--- config.mk ---
export PLATFORM = sky130hd
export DESIGN_NAME = logic_op_arbiter_flat
export DESIGN_NICKNAME = d
export VERILOG_FILES = /design/src/rtl/logic_op_arbiter_pkg.sv /design/src/rtl/logic_op_arbiter_if.sv /design/src/rtl/logic_op_arbiter_rr_arbiter.sv /design/src/rtl/logic_op_arbiter.sv /design/src/flat_wrapper.sv
export SDC_FILE = /design/constraint.sdc
export NUM_CORES = 1
export LEC_CHECK = 0
export ABC_AREA = 1
export CORE_MARGIN = 4
export CORE_UTILIZATION = 40
export DETAILED_ROUTE_END_ITERATION = 10
export GPL_ROUTABILITY_DRIVEN = 0
export GPL_TIMING_DRIVEN = 0
export PLACE_DENSITY = 0.78
export SYNTH_ARGS = -nofsm -noshare
export SYNTH_HDL_FRONTEND = slang
export SYNTH_SLANG_ARGS = --single-unit
--- constraint.sdc ---
create_clock -name clk -period 4.1 [get_ports clk]
set_input_delay 0.82 -clock clk [delete_from_list [all_inputs] [get_ports clk]]
set_output_delay 0.82 -clock clk [all_outputs]
set_load 0.005 [all_outputs]
--- src/rtl/logic_op_arbiter_pkg.sv ---
// Shared opcode encodings, widths and slot state type for the logic-op arbiter.
// Optional statistics counter is enabled with LOGIC_ARB_STATS_EN.
package logic_arb_pkg;

  localparam int OPW     = 2;
  localparam int STATS_W = 16;

  localparam logic [OPW-1:0] OP_AND  = 2'b00;
  localparam logic [OPW-1:0] OP_OR   = 2'b01;
  localparam logic [OPW-1:0] OP_XOR  = 2'b10;
  localparam logic [OPW-1:0] OP_NAND = 2'b11;

  typedef enum logic {
    SLOT_EMPTY = 1'b0,
    SLOT_FULL  = 1'b1
  } slot_state_e;

endpackage

--- src/rtl/logic_op_arbiter_if.sv ---
// Request/result bundle between client blocks and the shared logic unit.
// master = requester/sink side, slave = arbiter side.
interface logic_op_arbiter_if #(
  parameter int NREQ  = 4,
  parameter int WIDTH = 8
);
  import logic_arb_pkg::*;

  localparam int IDW = $clog2(NREQ);

  logic [NREQ-1:0]       req_valid;
  logic [NREQ-1:0]       req_ready;
  logic [OPW*NREQ-1:0]   req_op;
  logic [WIDTH*NREQ-1:0] req_in1;
  logic [WIDTH*NREQ-1:0] req_in2;
  logic                  res_valid;
  logic                  res_ready;
  logic [IDW-1:0]        res_id;
  logic [OPW-1:0]        res_op;
  logic [WIDTH-1:0]      res_out;

  modport master (
    output req_valid, req_op, req_in1, req_in2, res_ready,
    input  req_ready, res_valid, res_id, res_op, res_out
  );

  modport slave (
    input  req_valid, req_op, req_in1, req_in2, res_ready,
    output req_ready, res_valid, res_id, res_op, res_out
  );

endinterface

--- src/rtl/logic_op_arbiter_rr_arbiter.sv ---
// Combinational round-robin grant: first asserted request at or after ptr,
// wrapping modulo NREQ. Grant is all-zero when en is low.
module rr_arbiter #(
  parameter int NREQ = 4,
  parameter int IDW  = $clog2(NREQ)
) (
  input  logic [NREQ-1:0] req,
  input  logic [IDW-1:0]  ptr,
  input  logic            en,
  output logic [NREQ-1:0] grant
);

  always_comb begin
    logic [IDW-1:0] v_idx;
    logic           v_found;
    grant   = '0;
    v_idx   = '0;
    v_found = 1'b0;
    if (en) begin
      for (int k = 0; k < NREQ; k++) begin
        v_idx = IDW'((int'(ptr) + k) % NREQ);
        if (!v_found && req[v_idx]) begin
          grant[v_idx] = 1'b1;
          v_found      = 1'b1;
        end
      end
    end
  end

endmodule

--- src/rtl/logic_op_arbiter.sv ---
// Round-robin sharing of one AND/OR/XOR/NAND unit with a single-entry result slot.
// Define LOGIC_ARB_STATS_EN to add the 16-bit op_count transfer counter port.
module logic_op_arbiter
  import logic_arb_pkg::*;
#(
  parameter int NREQ  = 4,
  parameter int WIDTH = 8
) (
  input  logic                 clk,
  input  logic                 rst_n,
  logic_op_arbiter_if.slave    bus
`ifdef LOGIC_ARB_STATS_EN
  ,
  output logic [STATS_W-1:0]   op_count
`endif
);

  localparam int IDW = $clog2(NREQ);

  function automatic logic [WIDTH-1:0] f_logic_op(input logic [OPW-1:0] op,
                                                  input logic [WIDTH-1:0] a,
                                                  input logic [WIDTH-1:0] b);
    case (op)
      OP_AND:  return a & b;
      OP_OR:   return a | b;
      OP_XOR:  return a ^ b;
      default: return ~(a & b);
    endcase
  endfunction

  slot_state_e      r_state;
  slot_state_e      w_state_nxt;
  logic [IDW-1:0]   r_ptr;
  logic [IDW-1:0]   r_id;
  logic [OPW-1:0]   r_op;
  logic [WIDTH-1:0] r_out;

  logic             w_res_valid;
  logic             w_accept_en;
  logic [NREQ-1:0]  w_grant;
  logic             w_xfer;
  logic [IDW-1:0]   w_gid;
  logic [IDW-1:0]   w_ptr_nxt;
  logic [OPW-1:0]   w_sel_op;
  logic [WIDTH-1:0] w_sel_in1;
  logic [WIDTH-1:0] w_sel_in2;

  // Grant is also gated by rst_n so nothing is offered while reset is held.
  rr_arbiter #(.NREQ(NREQ), .IDW(IDW)) u_rr (
    .req   (bus.req_valid),
    .ptr   (r_ptr),
    .en    (w_accept_en),
    .grant (w_grant)
  );

  assign w_xfer = |(w_grant & bus.req_valid);

  always_comb begin
    w_gid     = '0;
    w_sel_op  = '0;
    w_sel_in1 = '0;
    w_sel_in2 = '0;
    for (int i = 0; i < NREQ; i++) begin
      if (w_grant[i]) begin
        w_gid     = IDW'(i);
        w_sel_op  = bus.req_op[OPW*i +: OPW];
        w_sel_in1 = bus.req_in1[WIDTH*i +: WIDTH];
        w_sel_in2 = bus.req_in2[WIDTH*i +: WIDTH];
      end
    end
  end

  assign w_ptr_nxt = (w_gid == IDW'(NREQ - 1)) ? '0 : w_gid + IDW'(1);

  always_ff @(posedge clk or negedge rst_n) begin
    if (!rst_n) r_state <= SLOT_EMPTY;
    else        r_state <= w_state_nxt;
  end

  always_comb begin
    w_state_nxt = r_state;
    case (r_state)
      SLOT_EMPTY: if (w_xfer) w_state_nxt = SLOT_FULL;
      SLOT_FULL:  if (!w_xfer && bus.res_ready) w_state_nxt = SLOT_EMPTY;
      default:    w_state_nxt = SLOT_EMPTY;
    endcase
  end

  always_comb begin
    w_res_valid = (r_state == SLOT_FULL);
    w_accept_en = rst_n && (!w_res_valid || bus.res_ready);
  end

  always_ff @(posedge clk or negedge rst_n) begin
    if (!rst_n) begin
      r_ptr <= '0;
      r_id  <= '0;
      r_op  <= '0;
      r_out <= '0;
    end else if (w_xfer) begin
      r_ptr <= w_ptr_nxt;
      r_id  <= w_gid;
      r_op  <= w_sel_op;
      r_out <= f_logic_op(w_sel_op, w_sel_in1, w_sel_in2);
    end
  end

`ifdef LOGIC_ARB_STATS_EN
  logic [STATS_W-1:0] r_op_count;

  always_ff @(posedge clk or negedge rst_n) begin
    if (!rst_n)      r_op_count <= '0;
    else if (w_xfer) r_op_count <= r_op_count + STATS_W'(1);
  end

  assign op_count = r_op_count;
`endif

  assign bus.req_ready = w_grant;
  assign bus.res_valid = w_res_valid;
  assign bus.res_id    = r_id;
  assign bus.res_op    = r_op;
  assign bus.res_out   = r_out;

endmodule

--- src/flat_wrapper.sv ---
// flat-port wrapper written by rule: the top's interface ports become plain ports
module logic_op_arbiter_flat import logic_arb_pkg::*;
#(
  parameter int NREQ  = 4,
  parameter int WIDTH = 8
)
  (clk, rst_n, bus_req_valid, bus_req_op, bus_req_in1, bus_req_in2, bus_res_ready, bus_req_ready, bus_res_valid, bus_res_id, bus_res_op, bus_res_out);
  logic_op_arbiter_if #(.NREQ(NREQ), .WIDTH(WIDTH)) bus_i ();
  input  logic clk;
  input  logic rst_n;
  input wire logic [$bits(bus_i.req_valid)-1:0] bus_req_valid;
  input wire logic [$bits(bus_i.req_op)-1:0] bus_req_op;
  input wire logic [$bits(bus_i.req_in1)-1:0] bus_req_in1;
  input wire logic [$bits(bus_i.req_in2)-1:0] bus_req_in2;
  input wire logic [$bits(bus_i.res_ready)-1:0] bus_res_ready;
  output wire logic [$bits(bus_i.req_ready)-1:0] bus_req_ready;
  output wire logic [$bits(bus_i.res_valid)-1:0] bus_res_valid;
  output wire logic [$bits(bus_i.res_id)-1:0] bus_res_id;
  output wire logic [$bits(bus_i.res_op)-1:0] bus_res_op;
  output wire logic [$bits(bus_i.res_out)-1:0] bus_res_out;
  assign bus_i.req_valid = bus_req_valid;
  assign bus_i.req_op = bus_req_op;
  assign bus_i.req_in1 = bus_req_in1;
  assign bus_i.req_in2 = bus_req_in2;
  assign bus_i.res_ready = bus_res_ready;
  assign bus_req_ready = bus_i.req_ready;
  assign bus_res_valid = bus_i.res_valid;
  assign bus_res_id = bus_i.res_id;
  assign bus_res_op = bus_i.res_op;
  assign bus_res_out = bus_i.res_out;
  logic_op_arbiter #(.NREQ(NREQ), .WIDTH(WIDTH)) u_core (.clk(clk), .rst_n(rst_n), .bus(bus_i));
endmodule
==> results of run 1 <==
==> area by class of cell <==
class                   count  share of cell area [%]
well taps                  72                    2.63
flip-flops and latches     15                    11.0
inverters                  65                    7.20
repair buffers             95                    28.0
plain buffers              13                    3.22
multi-input cells         269                    46.6
clock buffers               4                    1.32
==> synthesized netlist by cell type, drive strengths merged <==
cell and instances:
nand2 112, buf 11, nand3b 1, dfrtp 15
o22ai 3, nor2 20, o21a 1, ha 23
a21oi 13, clkinv 6, o221ai 6, a22oi 1
nand4 5, nand3 47, a22o 6, clkbuf 3
inv 59, a32o 5, a21boi 1, o21ai 25
==> sequential cells by signal, indices dropped and copies added (netlist names) <==
name / count
u_core.bus.res_id: 2
u_core.bus.res_op: 2
u_core.bus.res_out: 8
u_core.bus.res_valid: 1
u_core.r_ptr: 2
==> placed cells by master (no fill, tap or decap), drive strengths merged, types with 5 or more instances in the layout <==
| cell | n |
|---|---|
| clkdlybuf4s50 | 91 |
| clkinv | 6 |
| o21ai | 25 |
| nand2 | 112 |
| nand3 | 47 |
| buf | 11 |
| nand4 | 5 |
| a21oi | 13 |
| clkbuf | 6 |
| a32o | 5 |
| nor2 | 20 |
| a22o | 6 |
| inv | 59 |
| o221ai | 6 |
| ha | 23 |
| dfrtp | 15 |
==> logic make-up after synthesis <==
group | share of synthesized area, %
flip-flops | 16.2
AND/OR/NAND/NOR | 39.1
buffers and inverters | 15.3
AO/OA/AOI/OAI | 17.1
adder cells (fa/ha/maj) | 12.4
==> metal layers <==
metal,track usage (%),wire [µm],up-vias
met5,0,0,-
met4,4.68,76,0
met3,4.51,632,8
met2,37.9,3740,128
met1,25.2,3050,1232
li1,-,-,1375
==> tightest hold or removal path, delay by kind of cell, from the launching register on <==
family / cells / cell delay [ps]
and+or+nand+nor: 2 / 100
DFF: 1 / 340
==> what timing repair did <==
item,in CTS,in global routing
buffers inserted,0,0
endpoints found under the setup margin,2,5
gates resized for setup,4,8
gates cloned,0,0
==> power by group through the flow <==
stage / registers (mW) / logic, mW / clock network (mW)
global placement: 0.225 / 1.94 / 0
finish: 0.224 / 2.01 / 0.119
CTS: 0.224 / 1.99 / 0.123
global route: 0.230 / 2.27 / 0.132
detailed placement: 0.226 / 1.98 / 0
floorplan: 0.224 / 1.43 / 0
==> worst min-delay path by stage <==
stage | from | end | cells after the start
finish | u_core.bus.res_out[2] | u_core.bus.res_out[2] | 2
detailed placement | u_core.bus.res_out[7] | u_core.bus.res_out[7] | 2
global route | u_core.bus.res_out[1] | u_core.bus.res_out[1] | 2
CTS | u_core.bus.res_out[2] | u_core.bus.res_out[2] | 2
global placement | u_core.bus.res_out[1] | u_core.bus.res_out[1] | 2
floorplan | u_core.bus.res_out[0] | u_core.bus.res_out[0] | 2
==> flow_summary_export.csv, run 1 <==
group,metric,value,unit
global_route,gr-total-overflow,0,
pwr,sw_frac_of_total,55.4,%
sta,final.period_utilization,96.3,%
pwr,power-per-cell-area,687,mW/mm²
sta,timing_max_transition_violations_final,0,
sta,relSlewSlack,58.3,%
clock_tree,cts_made_buffers,3,
pwr,netSwitchingPower,1.30,mW
setup_path,slowest_stage,"sky130_fd_sc_hd__clkdlybuf4s50_1",
global_route,grt_antenna_before_repair,0,
sta,hold_ws,479,ps
finish,register_area,375,µm²
placement,placement.cell_area,0.00336,mm²
detailed_routing,post_drt_wl_per_cell,14.1,µm
synth,yosys_warnings,0,
detailed_routing,dr.first_iter.drc_count,202,
synth,post_synth_inst_count,363,
sta,max_freq,253,MHz
global_route,grt_max_degree,17,
placement,numPlacedInstances,530,
pwr,total_power,2.35,mW
sta,period_needed,3950,ps
clock_tree,clock_tree.buffer_depth,2,
detailed_routing,route.detailed.vias_per_inst,5.15,
die,start_util,41.6,%
setup_path,worstSetupStartpoint,"bus_req_valid[3]",
clock_tree,clock_sink_count,15,
synth,synth_seq_area_share,16.2,%
setup_path,worst-setup-path-type,"in -> out",
finish,total_inserted_antenna_cells,0,
setup_path,crit_path_start_kind,"input pin",
setup_path,reg2reg_setup_slack,450,ps
die,fp.dieH,84.2,µm
clock_tree,cts-root-buf,"sky130_fd_sc_hd__clkbuf_8",
placement,port_buffers,95,
finish,layout.core_utilization,61.4,%
setup_path,crit_path_end_kind,"output port",
detailed_routing,wirelength,7.50,mm
clock_tree,clk_pin_slew,60,ps
clock_tree,htree_levels,1,
sta,skew,2.43,ps
die,die_area,0.00709,mm²
setup_path,cp_num_cells,13,
die,fp-row-count,27,
die,die_x,84.2,µm
pwr,static-leakage-power,1.74,nW
setup_path,critical_path.reg2reg.endpoint,"u_core.bus.res_out[0]",
synth,synth.top_cells.by_area,"sky130_fd_sc_hd__nand2_1 16%, sky130_fd_sc_hd__dfrtp_1 16%, sky130_fd_sc_hd__ha_1 12%, sky130_fd_sc_hd__nand3_1 8.8%, sky130_fd_sc_hd__inv_1 8.6%",
synth,yosysTopAreaCellShare,16.5,%
finish,fin_nets,564,
finish,filler_cell_count,523,
global_route,grt_pass1_vias,2704,
setup_path,crit-reg2reg-launch,"u_core.r_ptr[1]",
clock_tree,cts_tree,"done",
setup_path,worstPathCellList,"clkdlybuf4s50_1 > nand2_1 > nand3_4 > nand2_4 > nand2_4 > nor2_4 > nand2_1 > nand3b_1 > nand2_2 > buf_4 > inv_2 > buf_6 > clkdlybuf4s50_1",
detailed_routing,remaining_drc_errors,0,
setup_path,critPathMaxStageDelay,510,ps
synth,number_of_library_cell_types_mapped_by_synthesis,33,
setup_path,worstRegToRegCells,20,
global_route,grt_pass1_wl,12.4,mm
outcome,status,"completed",
setup_path,path_max_fanout,10,
synth,post-synth-top-area-cell,"sky130_fd_sc_hd__nand2_1",
worst_hold_path,min-delay-path-class,"reg -> reg",
sta,setup_violations,0,
placement,place_ws,-447,ps
finish,stdcell_count,533,
synth,syn-mean-instance-area,6.39,µm²
sta,final.setup.worst_slack,153,ps
pwr,power.share.combinational,85.4,%
die,core_area,0.00557,mm²
detailed_routing,detailedRoute.firstPassIterationCount,4,
finish,drive_gt1_share,11.3,%
synth,synth-seq-cells,15,
setup_path,critical_path.top_delay_family,"buffers and inverters",
pwr,cellInternalPower,1.05,mW
setup_path,worst_ep_arrival_time,3130,ps
die,boundaryPins,96,
placement,post-dp-hpwl,6.20,mm
pwr,seq_power_share,9.5,%
setup_path,critical_path.endpoint,"bus_req_ready[3]",
clock_tree,holdBufCountCts,0,
detailed_routing,drtAntennaViolNets,0,
job,drv.max_cap_violation_count,0,
global_route,grt_usage,21.0,%
setup_path,worst-endpoint-required,3280,ps
synth,syn-num-nets,465,
sta,grt_setup_unrepaired,"false",
synth,post_synth_instance_area,0.00232,mm²
setup_path,critical_path_buf_inv_count,5,
finish,post-route-cell-area,0.00342,mm²
finish,area_delta_synth_final,47.5,%
detailed_routing,vias,2743,
clock_tree,clk_latency,250,ps
sta,final.setup.tns,0,ps
sta,finalHoldViolations,0,
sta,worst_slew_pin_slew,624,ps
pwr,power.clock.fraction,5.1,%
finish,multi_input_area,0.00160,mm²
pwr,ir_worst_vdd,0.000326,V
Power figures use the tool's default switching activity.
==> run 2, diff against run 1 <==
- CORE_ASPECT_RATIO: unset -> 0.8
- HOLD_SLACK_MARGIN: unset -> 0.02
==> run 2 against run 1 <==
Effect of this change:
- clock skew increased by 0.89 ps
- critical path type unchanged
- clock power about the same
- utilization is 0.88 points higher
- total power increased by 1.8%
- sequential share of layout area about the same
==> flow_summary_export.csv, run 2 (same netlist as run 1, synthesis figures left out) <==
group,metric,value,unit
outcome,status,"completed",
setup_path,crit-reg2reg-launch,"u_core.r_ptr[0]",
die,fp.dieH,76.1,µm
setup_path,worst-setup-path-type,"in -> out",
pwr,static-leakage-power,1.74,nW
detailed_routing,drtAntennaViolNets,0,
finish,area_delta_synth_final,48.3,%
detailed_routing,vias,2735,
sta,max_freq,250,MHz
finish,leading_cell_type_in_the_layout_fill_and_taps_excluded,"sky130_fd_sc_hd__nand2_1",
sta,setup_violations,0,
detailed_routing,detailedRoute.firstPassIterationCount,4,
setup_path,reg2reg_setup_slack,410,ps
pwr,power-per-cell-area,695,mW/mm²
setup_path,worstRegToRegCells,21,
finish,layout.core_utilization,62.3,%
detailed_routing,route.detailed.vias_per_inst,5.07,
setup_path,slowest_stage,"sky130_fd_sc_hd__clkdlybuf4s50_1",
setup_path,critical_path.endpoint,"bus_req_ready[3]",
finish,layout.cells.most_common_list,"100 x sky130_fd_sc_hd__nand2_1, 91 x sky130_fd_sc_hd__clkdlybuf4s50_1, 53 x sky130_fd_sc_hd__inv_1, 41 x sky130_fd_sc_hd__nand3_1, 23 x sky130_fd_sc_hd__ha_1",
finish,total_inserted_antenna_cells,0,
detailed_routing,wirelength,7.82,mm
die,die_area,0.00709,mm²
job,drv.max_cap_violation_count,0,
global_route,grt_max_degree,17,
sta,final.setup.tns,0,ps
sta,finalHoldViolations,0,
finish,fin_nets,564,
setup_path,worstPathCellList,"clkdlybuf4s50_1 > inv_1 > nand2_1 > nand3_1 > nand2_1 > nand2_1 > nor2_4 > nand2_1 > nand3b_1 > nand2_2 > buf_4 > inv_1 > buf_6 > clkdlybuf4s50_1",
finish,largest_register_ffs,8,
finish,drive_gt1_share,11.5,%
detailed_routing,remaining_drc_errors,0,
die,core_area,0.00553,mm²
setup_path,critical_path.reg2reg.endpoint,"u_core.bus.res_out[6]",
setup_path,crit_path_start_kind,"input pin",
global_route,gr-total-overflow,0,
sta,skew,3.32,ps
setup_path,worstSetupStartpoint,"bus_req_valid[3]",
global_route,grt_pass1_vias,2742,
clock_tree,clock_sink_count,15,
pwr,total_power,2.39,mW
sta,period_needed,4010,ps
die,die_x,93.2,µm
sta,worst_slew_pin_slew,691,ps
global_route,grt_antenna_before_repair,0,
clock_tree,cts-root-buf,"sky130_fd_sc_hd__clkbuf_8",
clock_tree,clk_latency,250,ps
clock_tree,clk_pin_slew,60,ps
clock_tree,cts_tree,"done",
sta,timing_max_transition_violations_final,0,
clock_tree,cts_made_buffers,3,
setup_path,critPathMaxStageDelay,520,ps
detailed_routing,dr.first_iter.drc_count,239,
placement,post-dp-hpwl,6.41,mm
worst_hold_path,min-delay-path-class,"reg -> reg",
detailed_routing,post_drt_wl_per_cell,14.5,µm
placement,place_ws,-495,ps
clock_tree,clock_tree.buffer_depth,2,
clock_tree,cts_setup_buffers,0,
die,boundaryPins,96,
setup_path,worst_ep_arrival_time,3190,ps
global_route,grt_pass1_wl,12.8,mm
setup_path,critPathMostFrequentCell,"sky130_fd_sc_hd__nand2_1",
sta,final.period_utilization,97.8,%
setup_path,path_max_fanout,10,
sta,relSlewSlack,53.7,%
setup_path,worst-endpoint-required,3280,ps
pwr,ir_worst_vdd,0.000371,V
clock_tree,htree_levels,1,
placement,port_buffers,95,
die,start_util,42.0,%
global_route,grt_usage,21.8,%
sta,final.setup.worst_slack,92.0,ps
die,fp-row-count,24,
setup_path,crit_path_end_kind,"output port",
-- run 2: cell count changes in the layout (fill, tap and decap cells not counted) --
cell | previous run | this run
sky130_fd_sc_hd__inv_2 | 7 | 5
sky130_fd_sc_hd__nor2_2 | 6 | 5
sky130_fd_sc_hd__inv_6 | 0 | 1
sky130_fd_sc_hd__dfrtp_2 | 0 | 2
sky130_fd_sc_hd__clkbuf_1 | 3 | 2
sky130_fd_sc_hd__dfrtp_1 | 15 | 13
sky130_fd_sc_hd__inv_4 | 1 | 0
sky130_fd_sc_hd__nor2_4 | 3 | 4
sky130_fd_sc_hd__inv_1 | 51 | 53
sky130_fd_sc_hd__clkinv_2 | 0 | 1
-- run 2: timing repair --
item	4_1_cts	5_1_grt
hold endpoints to repair	0	0
hold buffers	0	0
pin swaps	0	2
gates cloned	0	0
setup endpoints to repair	2	3
resized for setup	4	10
-- run 2: layout make-up --
cell class                      count  area, µm²
Clock buffer                        3       41.3
Buffer                             13        110
Inverter                           65        249
Clock inverter                      1       5.00
Tap cell                           78       97.6
Sequential cell                    15        378
Fill cell                         544       2080
Timing Repair Buffer               95        960
Multi-Input combinational cell    269       1600
-- run 2: metal layers --
layer  vias up  routed length [µm]  GRT usage, %
met5         -                   0             0
met4         0                  76          2.93
met3         6                 685          3.75
met2       122                3680          37.3
met1      1227                3380          29.3
li1       1380                   -             -
-- run 2: worst max-delay path, delay by kind of cell --
kind                   cells  cell delay [ps]
AND/OR/NAND/NOR            8              760
buffers and inverters      6             1600
-- run 2: where the power goes --
group | total, mW | switching (mW) | leakage (nW) | internal [mW]
combinational | 2.05 | 1.25 | 1.52 | 0.795
sequential | 0.225 | 0.0321 | 0.196 | 0.193
clock | 0.120 | 0.0532 | 0.0255 | 0.0672
-- run 2: worst min path at each step --
stage,start,end,slack [ps],depth (start not counted)
after floorplan,u_core.bus.res_out[0],u_core.bus.res_out[0],470,2
after global placement,u_core.bus.res_out[3],u_core.bus.res_out[3],470,2
after detailed placement,u_core.bus.res_out[5],u_core.bus.res_out[5],470,2
after CTS,u_core.bus.res_out[5],u_core.bus.res_out[5],490,2
after global routing,u_core.bus.res_out[4],u_core.bus.res_out[4],530,2
final,u_core.bus.res_out[5],u_core.bus.res_out[5],480,2
-- run 2: stage by stage --
stage          instances  hold WS (ps)  cell area, µm²
2_1_floorplan        363           472            2320
5_1_grt              539           525            3440
4_1_cts              539           487            3420
3_3_place_gp         536           466            3370
3_5_place_dp         536           471            3370
6_report             539           484            3440
